**src/rtl/pixel_write_arbiter.sv**
```systemverilog
// Two-requester round-robin pixel write arbiter with a full-screen clear sequencer.
// The framebuffer write port is registered: every accepted pixel or clear pixel appears one cycle later.
module pixel_write_arbiter #(
    parameter int COLOR_CHANNEL_DEPTH = 2,
    parameter int X_PIXELS            = 160,
    parameter int Y_PIXELS            = 120,
    localparam int CW                 = 3 * COLOR_CHANNEL_DEPTH
) (
    input  logic          clock,
    input  logic          resetn,
    input  logic [7:0]    x0,
    input  logic [6:0]    y0,
    input  logic [CW-1:0] color0,
    input  logic          valid0,
    output logic          ready0,
    input  logic [7:0]    x1,
    input  logic [6:0]    y1,
    input  logic [CW-1:0] color1,
    input  logic          valid1,
    output logic          ready1,
    input  logic          clear_req,
    input  logic [CW-1:0] clear_color,
    output logic          clear_busy,
    output logic [7:0]    x,
    output logic [6:0]    y,
    output logic [CW-1:0] color,
    output logic          writeEn
);
    typedef enum logic {ARB = 1'b0, CLEAR = 1'b1} state_t;

    localparam logic [7:0] XMAX = 8'(X_PIXELS - 1);
    localparam logic [6:0] YMAX = 7'(Y_PIXELS - 1);

    state_t        state_q, state_d;
    logic          last_grant_q, last_grant_d;
    logic [7:0]    cx_q, cx_d;
    logic [6:0]    cy_q, cy_d;
    logic [CW-1:0] ccolor_q, ccolor_d;
    logic [7:0]    x_q, x_d;
    logic [6:0]    y_q, y_d;
    logic [CW-1:0] color_q, color_d;
    logic          we_q, we_d;

    logic          sel, any_valid, xfer, clear_last;

    // State register
    always_ff @(posedge clock or negedge resetn) begin
        if (!resetn) begin
            state_q      <= ARB;
            last_grant_q <= 1'b1;
            cx_q         <= '0;
            cy_q         <= '0;
            ccolor_q     <= '0;
            x_q          <= '0;
            y_q          <= '0;
            color_q      <= '0;
            we_q         <= 1'b0;
        end else begin
            state_q      <= state_d;
            last_grant_q <= last_grant_d;
            cx_q         <= cx_d;
            cy_q         <= cy_d;
            ccolor_q     <= ccolor_d;
            x_q          <= x_d;
            y_q          <= y_d;
            color_q      <= color_d;
            we_q         <= we_d;
        end
    end

    assign clear_last = (cx_q == XMAX) && (cy_q == YMAX);

    // Next-state logic
    always_comb begin
        state_d = state_q;
        case (state_q)
            ARB:     if (clear_req)  state_d = CLEAR;
            CLEAR:   if (clear_last) state_d = ARB;
            default: state_d = ARB;
        endcase
    end

    // Output logic: round-robin handshake and status
    always_comb begin
        sel       = 1'b0;
        any_valid = 1'b0;
        if (valid0 && valid1) begin
            sel       = ~last_grant_q;
            any_valid = 1'b1;
        end else if (valid0) begin
            any_valid = 1'b1;
        end else if (valid1) begin
            sel       = 1'b1;
            any_valid = 1'b1;
        end
        ready0     = (state_q == ARB) && !clear_req && any_valid && !sel;
        ready1     = (state_q == ARB) && !clear_req && any_valid && sel;
        xfer       = ready0 || ready1;
        clear_busy = (state_q == CLEAR);
    end

    // Datapath: write port defaults to all-zero when nothing is written
    always_comb begin
        last_grant_d = last_grant_q;
        cx_d         = cx_q;
        cy_d         = cy_q;
        ccolor_d     = ccolor_q;
        x_d          = '0;
        y_d          = '0;
        color_d      = '0;
        we_d         = 1'b0;
        if (state_q == ARB) begin
            if (clear_req) begin
                cx_d     = '0;
                cy_d     = '0;
                ccolor_d = clear_color;
            end else if (xfer) begin
                last_grant_d = sel;
                x_d          = sel ? x1 : x0;
                y_d          = sel ? y1 : y0;
                color_d      = sel ? color1 : color0;
                we_d         = 1'b1;
            end
        end else begin
            x_d     = cx_q;
            y_d     = cy_q;
            color_d = ccolor_q;
            we_d    = 1'b1;
            if (cx_q == XMAX) begin
                cx_d = '0;
                cy_d = (cy_q == YMAX) ? '0 : cy_q + 7'd1;
            end else begin
                cx_d = cx_q + 8'd1;
            end
        end
    end

    assign x       = x_q;
    assign y       = y_q;
    assign color   = color_q;
    assign writeEn = we_q;
endmodule

```
**config.mk**
```make
export PLATFORM = sky130hd
export DESIGN_NAME = pixel_write_arbiter
export DESIGN_NICKNAME = d
export VERILOG_FILES = /design/src/rtl/pixel_write_arbiter.sv
export SDC_FILE = /design/constraint.sdc
export NUM_CORES = 1
export LEC_CHECK = 0
export BUFFER_PORTS_ARGS = -buffer_cell sky130_fd_sc_hd__buf_2
export CAP_MARGIN = 20
export CORE_MARGIN = 2
export CORE_UTILIZATION = 46
export CTS_BUF_LIST = sky130_fd_sc_hd__clkbuf_4
export CTS_CLUSTER_DIAMETER = 200
export CTS_CLUSTER_SIZE = 14
export DETAILED_ROUTE_END_ITERATION = 6
export GPL_TIMING_DRIVEN = 0
export PLACE_DENSITY = 0.74
export SYNTH_ARGS = -nofsm -noshare
export SYNTH_HDL_FRONTEND = slang
export SYNTH_SLANG_ARGS = --single-unit
```
**constraint.sdc**
```tcl
create_clock -name clock -period 1.7 [get_ports clock]
set_input_delay 0.085 -clock clock [delete_from_list [all_inputs] [get_ports clock]]
set_output_delay 0.085 -clock clock [all_outputs]
set_load 0.01 [all_outputs]
```
== Yosys cells after proc, flatten, opt, wreduce, memory -nomap -nowiden ==
Index checks and enable logic that the tools add are counted.

* $add $sub $neg: 2
* Multipliers: 0
* Divide/modulo/power cells: 0
* Order comparisons: 0
* Equal/unequal tests: 3
* Shift-type cells: 0
* Muxes and demuxes: 30
* Bitwise gates (word level): 3
* Reduce and logical (&&, ||, !) cells: 13

{| class="wikitable"
|+ Operators with widths
! operator !! number
|-
| $mux W7 || 8
|-
| $mux W8 || 7
|-
| $mux W6 || 4
|-
| $mux W1 || 10
|-
| $add A8 B1 Y8 const B || 1
|-
| $eq A8 B8 Y1 const B || 1
|-
| $add A7 B1 Y7 const B || 1
|-
| $eq A7 B7 Y1 const B || 1
|-
| $logic_and A1 B1 Y1 || 6
|-
| $reduce_and A2 Y1 || 2
|-
| $not A1 Y1 || 3
|-
| $reduce_and A3 Y1 || 1
|-
| $logic_not A1 Y1 || 2
|-
| $ne A2 B1 Y1 const B || 1
|-
| $pmux W1 S2 || 1
|-
| $reduce_bool A2 Y1 || 1
|-
| $logic_or A1 B1 Y1 || 1
|}

* Flip-flop bits (word level): 45
* Latch bits: 0
* Bits in writable memories: 0
* ROM bits: 0
* Input port bits: 53
* Output and inout port bits: 25
* Memories kept: 0

== Longest topological paths before layout ==
* Depth after elaboration: 9
* Mapped depth: 6
* Gate-level depth less buffers: 5

== Worst setup path before layout ==
No wires, ideal clock.

* Path type: register -> register
* From: register cy_q[0]
* To: register cy_q[4]
* Setup time: 0.080 ns
* Arrival: 1.600 ns
* Required time: 1.620 ns
* Setup slack: 0.019 ns
* Cell stages (with the launch flop): 6
* Buffers on the path: 0
* Cells stage by stage: dfrtp_1 ha_1 and4_1 a211o_1 or3_1 o211ai_2

* Word-level cells in the longest chain between the ends: 4
* Elaborated cells on any way between the ends: 5
* Those cells by class: add/sub (1); eq/ne (1); mux (3)

{| class="wikitable"
|+ RTL lines
! item !! line !! text
|-
| start, declared || 37 || <nowiki>logic [6:0] cy_q, cy_d;</nowiki>
|-
| start signal, assigned || 62 || <nowiki>cy_q <= cy_d;</nowiki>
|-
| $add A7 B1 Y7 or $eq A7 B7 Y1 (tied branches) || 131 || <nowiki>cy_d = (cy_q == YMAX) ? '0 : cy_q + 7'd1;</nowiki>
|-
| $mux W7 * || 131 ||
|-
| $mux W7 * || 129 || <nowiki>if (cx_q == XMAX) begin</nowiki>
|-
| $mux W7 * || 112 || <nowiki>if (state_q == ARB) begin</nowiki>
|}

Mark *: on every way between the ends. The rest lies on a longest branch, timed or not. The select of a mux whose other input is x is not followed.
A chain may end at the register's enable or synchronous reset.

== Final worst setup path ==
Same ends and word-level chain as after synthesis.

==> results.sh <==
export IMPL_use_met2_pct=35.4
export IMPL_seq_area_um2=1130
export IMPL_grt_remaining_overflow=0
export IMPL_rsz0062_at_grt="yes"
export IMPL_start_util_pct=47.8
export IMPL_io_pins=78
export IMPL_top_usage_layer="met2"
export IMPL_clock_latency_ns=0.36
export IMPL_row_count=24
export IMPL_num_vias=1947
export IMPL_period_needed_ns=1.65
export IMPL_maxSlewViolCount=0
export IMPL_critPathLaunchType="register"
export IMPL_cts_tree="done"
export IMPL_finalWirelength_um=5630
export IMPL_synth_top_area_share_pct=52.9
export IMPL_clk_path_buf_depth=2
export IMPL_tns_ns=0
export IMPL_drive_above_1_share_pct=40.6
export IMPL_switchingPower_mw=1.21
export IMPL_cp_arrival_ns=1.94
export IMPL_slew_headroom_pct=66.1
export IMPL_hold_path_class="in -> reg"
export IMPL_final_nets=362
export IMPL_multi_input_area_um2=952
export IMPL_power_density_nw_per_um2=1200
export IMPL_yosysSeqAreaShare_pct=54.2
export IMPL_synth_seq_cells=45
export IMPL_cap_violations=0
export IMPL_fin_crit_sh_pct=97.3
export IMPL_finClkSkew_ns=0.0130
export IMPL_sequentialPowerShare_pct=45.8
export IMPL_area_growth_pct=47.6
export IMPL_ys_top_cells_by_count="dfrtp_1, a21o_1, a22o_1, o21ai_0, nand2_1"
export IMPL_cts_sinks=45
export IMPL_dieArea_um2=5080
export IMPL_switching_share_pct=32.6
export IMPL_wl_per_cell_um=15.6
export IMPL_cpMaxStageDelayCell="dfrtp_2"
export IMPL_grt_pass1_vias=1877
export IMPL_ys_flop_type="dfrtp_1"
export IMPL_synth_area_um2=2080
export IMPL_fin_util_pct=70.5
export IMPL_drt_pre_antenna_iters=4
export IMPL_antenna_found_initial=0
export IMPL_final_setup_worst_slack_ns=0.0456
export IMPL_synth_cell_type_count=40
export IMPL_post_place_ws_ns=-0.119
export IMPL_ff2ff_setup_slack_ns=0.05
export IMPL_viasPerCell=5.41
export IMPL_postSynthCellCount=184
export IMPL_worstPathRequired_ns=1.99
export IMPL_max_freq_mhz=604
export IMPL_synth_nets=239
export IMPL_drc_errors=0
export IMPL_cts_buffers=5
export IMPL_place_inst=313
export IMPL_fin_cells=360
export IMPL_antenna_left=0
export IMPL_cp_end_kind="register"
export IMPL_critPathMaxFanout=4
export IMPL_die_w_um=71.3
export IMPL_yosysMostFrequentCell="dfrtp_1"
export IMPL_path_cells="ha_4, and4_4, a211o_1, or3_4, o211ai_2"
export IMPL_hpwl_um=3670
export IMPL_grt_usage_pct=22.3
export IMPL_gp_congestion=0.790
export IMPL_path_clk_slew_ns=0.13
export IMPL_whs_ns=0.0137
export IMPL_fp_dieH_um=71.3
export IMPL_synth_area_leaders="dfrtp_1, a22o_1, a21o_1"
export IMPL_leakage_nw=1.54
export IMPL_coreArea_um2=4350
export IMPL_combPwrFrac_pct=36.5
export IMPL_grt_pass1_wl_um=8870
export IMPL_power_frac_clock_pct=17.7
export IMPL_grt_max_degree=46
export IMPL_met1_usage_pct=30.8
export IMPL_portBuffers=77
export IMPL_setup_viol=0
export IMPL_synth_edf_count=0
export IMPL_crit_type="reg -> reg"
export IMPL_cts_htree_levels=2
export IMPL_async_flop_share_pct=100
export IMPL_synth_top_cell_by_area="dfrtp_1"
export IMPL_worst_slew_pin_slew_ns=0.509
export IMPL_cts_root_buf="clkbuf_4"
export IMPL_ir_drop_mv=0.652
export IMPL_ys_warn_count=0
export IMPL_syn_avg_cell_area_um2=11.3
export IMPL_first_iter_violations=83
export IMPL_outcome="finished clean"
export IMPL_intPower_mw=2.49
export IMPL_fillCellCount=324
export IMPL_cpPeakStageDelay_ns=0.45
export IMPL_met3_usage_pct=4.92
export IMPL_antenna_cells=0
export IMPL_timing_hold_violations_final=0
## registers in the layout, indices dropped and copies added (netlist names)
register / flops
ccolor_q: 6
clear_busy: 1
color: 6
cx_q: 8
cy_q: 7
last_grant_q: 1
writeEn: 1
x: 8
y: 7
## worst paths after layout
kind                             start  depth (start not counted)            to
setup / recovery               cy_q[0]                          5       cy_q[4]
hold / removal               clear_req                          2       cx_q[4]
setup reg to reg               cy_q[0]                          5       cy_q[4]
hold reg to reg            ccolor_q[2]                          1   ccolor_q[2]
max in group asynchronous       resetn                          3  last_grant_q
min in group asynchronous       resetn                          2          y[6]
## kinds of logic after synthesis
group | after synthesis | synth area share (%)
AOI/OAI and AO/OA | 73 | 25.8
DFF | 45 | 54.2
and+or+nand+nor | 43 | 11.2
buffers and inverters | 11 | 2.53
muxes | 8 | 4.27
xor gates and xnor gates | 2 | 0.842
adders and majority gates | 2 | 1.20
## final cells by class
cell class	instances	share of cell area, %
sequential	45	36.8
timing repair buffer	116	25.3
inverter	2	0.244
clock buffer	6	1.47
multi-input combinational	128	31.0
clock inverter	2	1.14
tap	52	2.12
buffer	9	1.91
## timing repair
| item | in CTS | in global routing |
|---|---|---|
| setup buffers | 6 | 0 |
| endpoints found under the setup margin | 4 | 5 |
| hold buffers | 30 | 2 |
| gates resized for setup | 8 | 9 |
| pin swaps | 2 | 1 |
| hold endpoints to repair | 72 | 2 |
## worst max-delay path, delay by kind of cell, from the launching register on
family | cells | cell delay [ns]
flip-flops | 1 | 0.45
AND/OR/NAND/NOR | 2 | 0.59
adder cells (fa/ha/maj) | 1 | 0.18
AO/OA/AOI/OAI | 2 | 0.37
## per-stage QoR
step | power [mW] | cell area (um^2)
floorplan | 2.42 | 2080
global placement | 2.80 | 2530
detailed placement | 2.85 | 2530
CTS | 3.64 | 2980
global route | 3.97 | 3070
finish | 3.70 | 3070
## power groups by stage
stage          clock network (mW)  registers (mW)  logic, mW
3_3_place_gp                    0            1.70       1.10
6_report                    0.656            1.69       1.35
3_5_place_dp                    0            1.72       1.13
5_1_grt                     0.724            1.75       1.50
4_1_cts                     0.671            1.66       1.30
2_1_floorplan                   0            1.75      0.673
## routing by layer
layer	vias to the layer above	share of wire, %
met5	-	0
met4	0	1.2
met3	6	6.0
met1	927	45
li1	940	-
met2	74	48
## cells in the final DEF, fill, tap and decap left out, types with 2 or more instances in the layout
master and instances:
buf_2 81, dfrtp_1 42, dlygate4sd3_1 32, a21o_1 21, a22o_1 20, o21ai_0 14
nand2_1 12, buf_4 7, mux2_2 7, nand3_1 7, nor2_1 6, clkbuf_4 6
a31oi_1 5, a21oi_1 4, nor3_1 3, buf_6 2, nor2b_1 2, and2_1 2
and4_2 2, xor2_1 2, ha_4 2, dfrtp_2 2
Note: power is estimated with default switching activity, not from simulation.
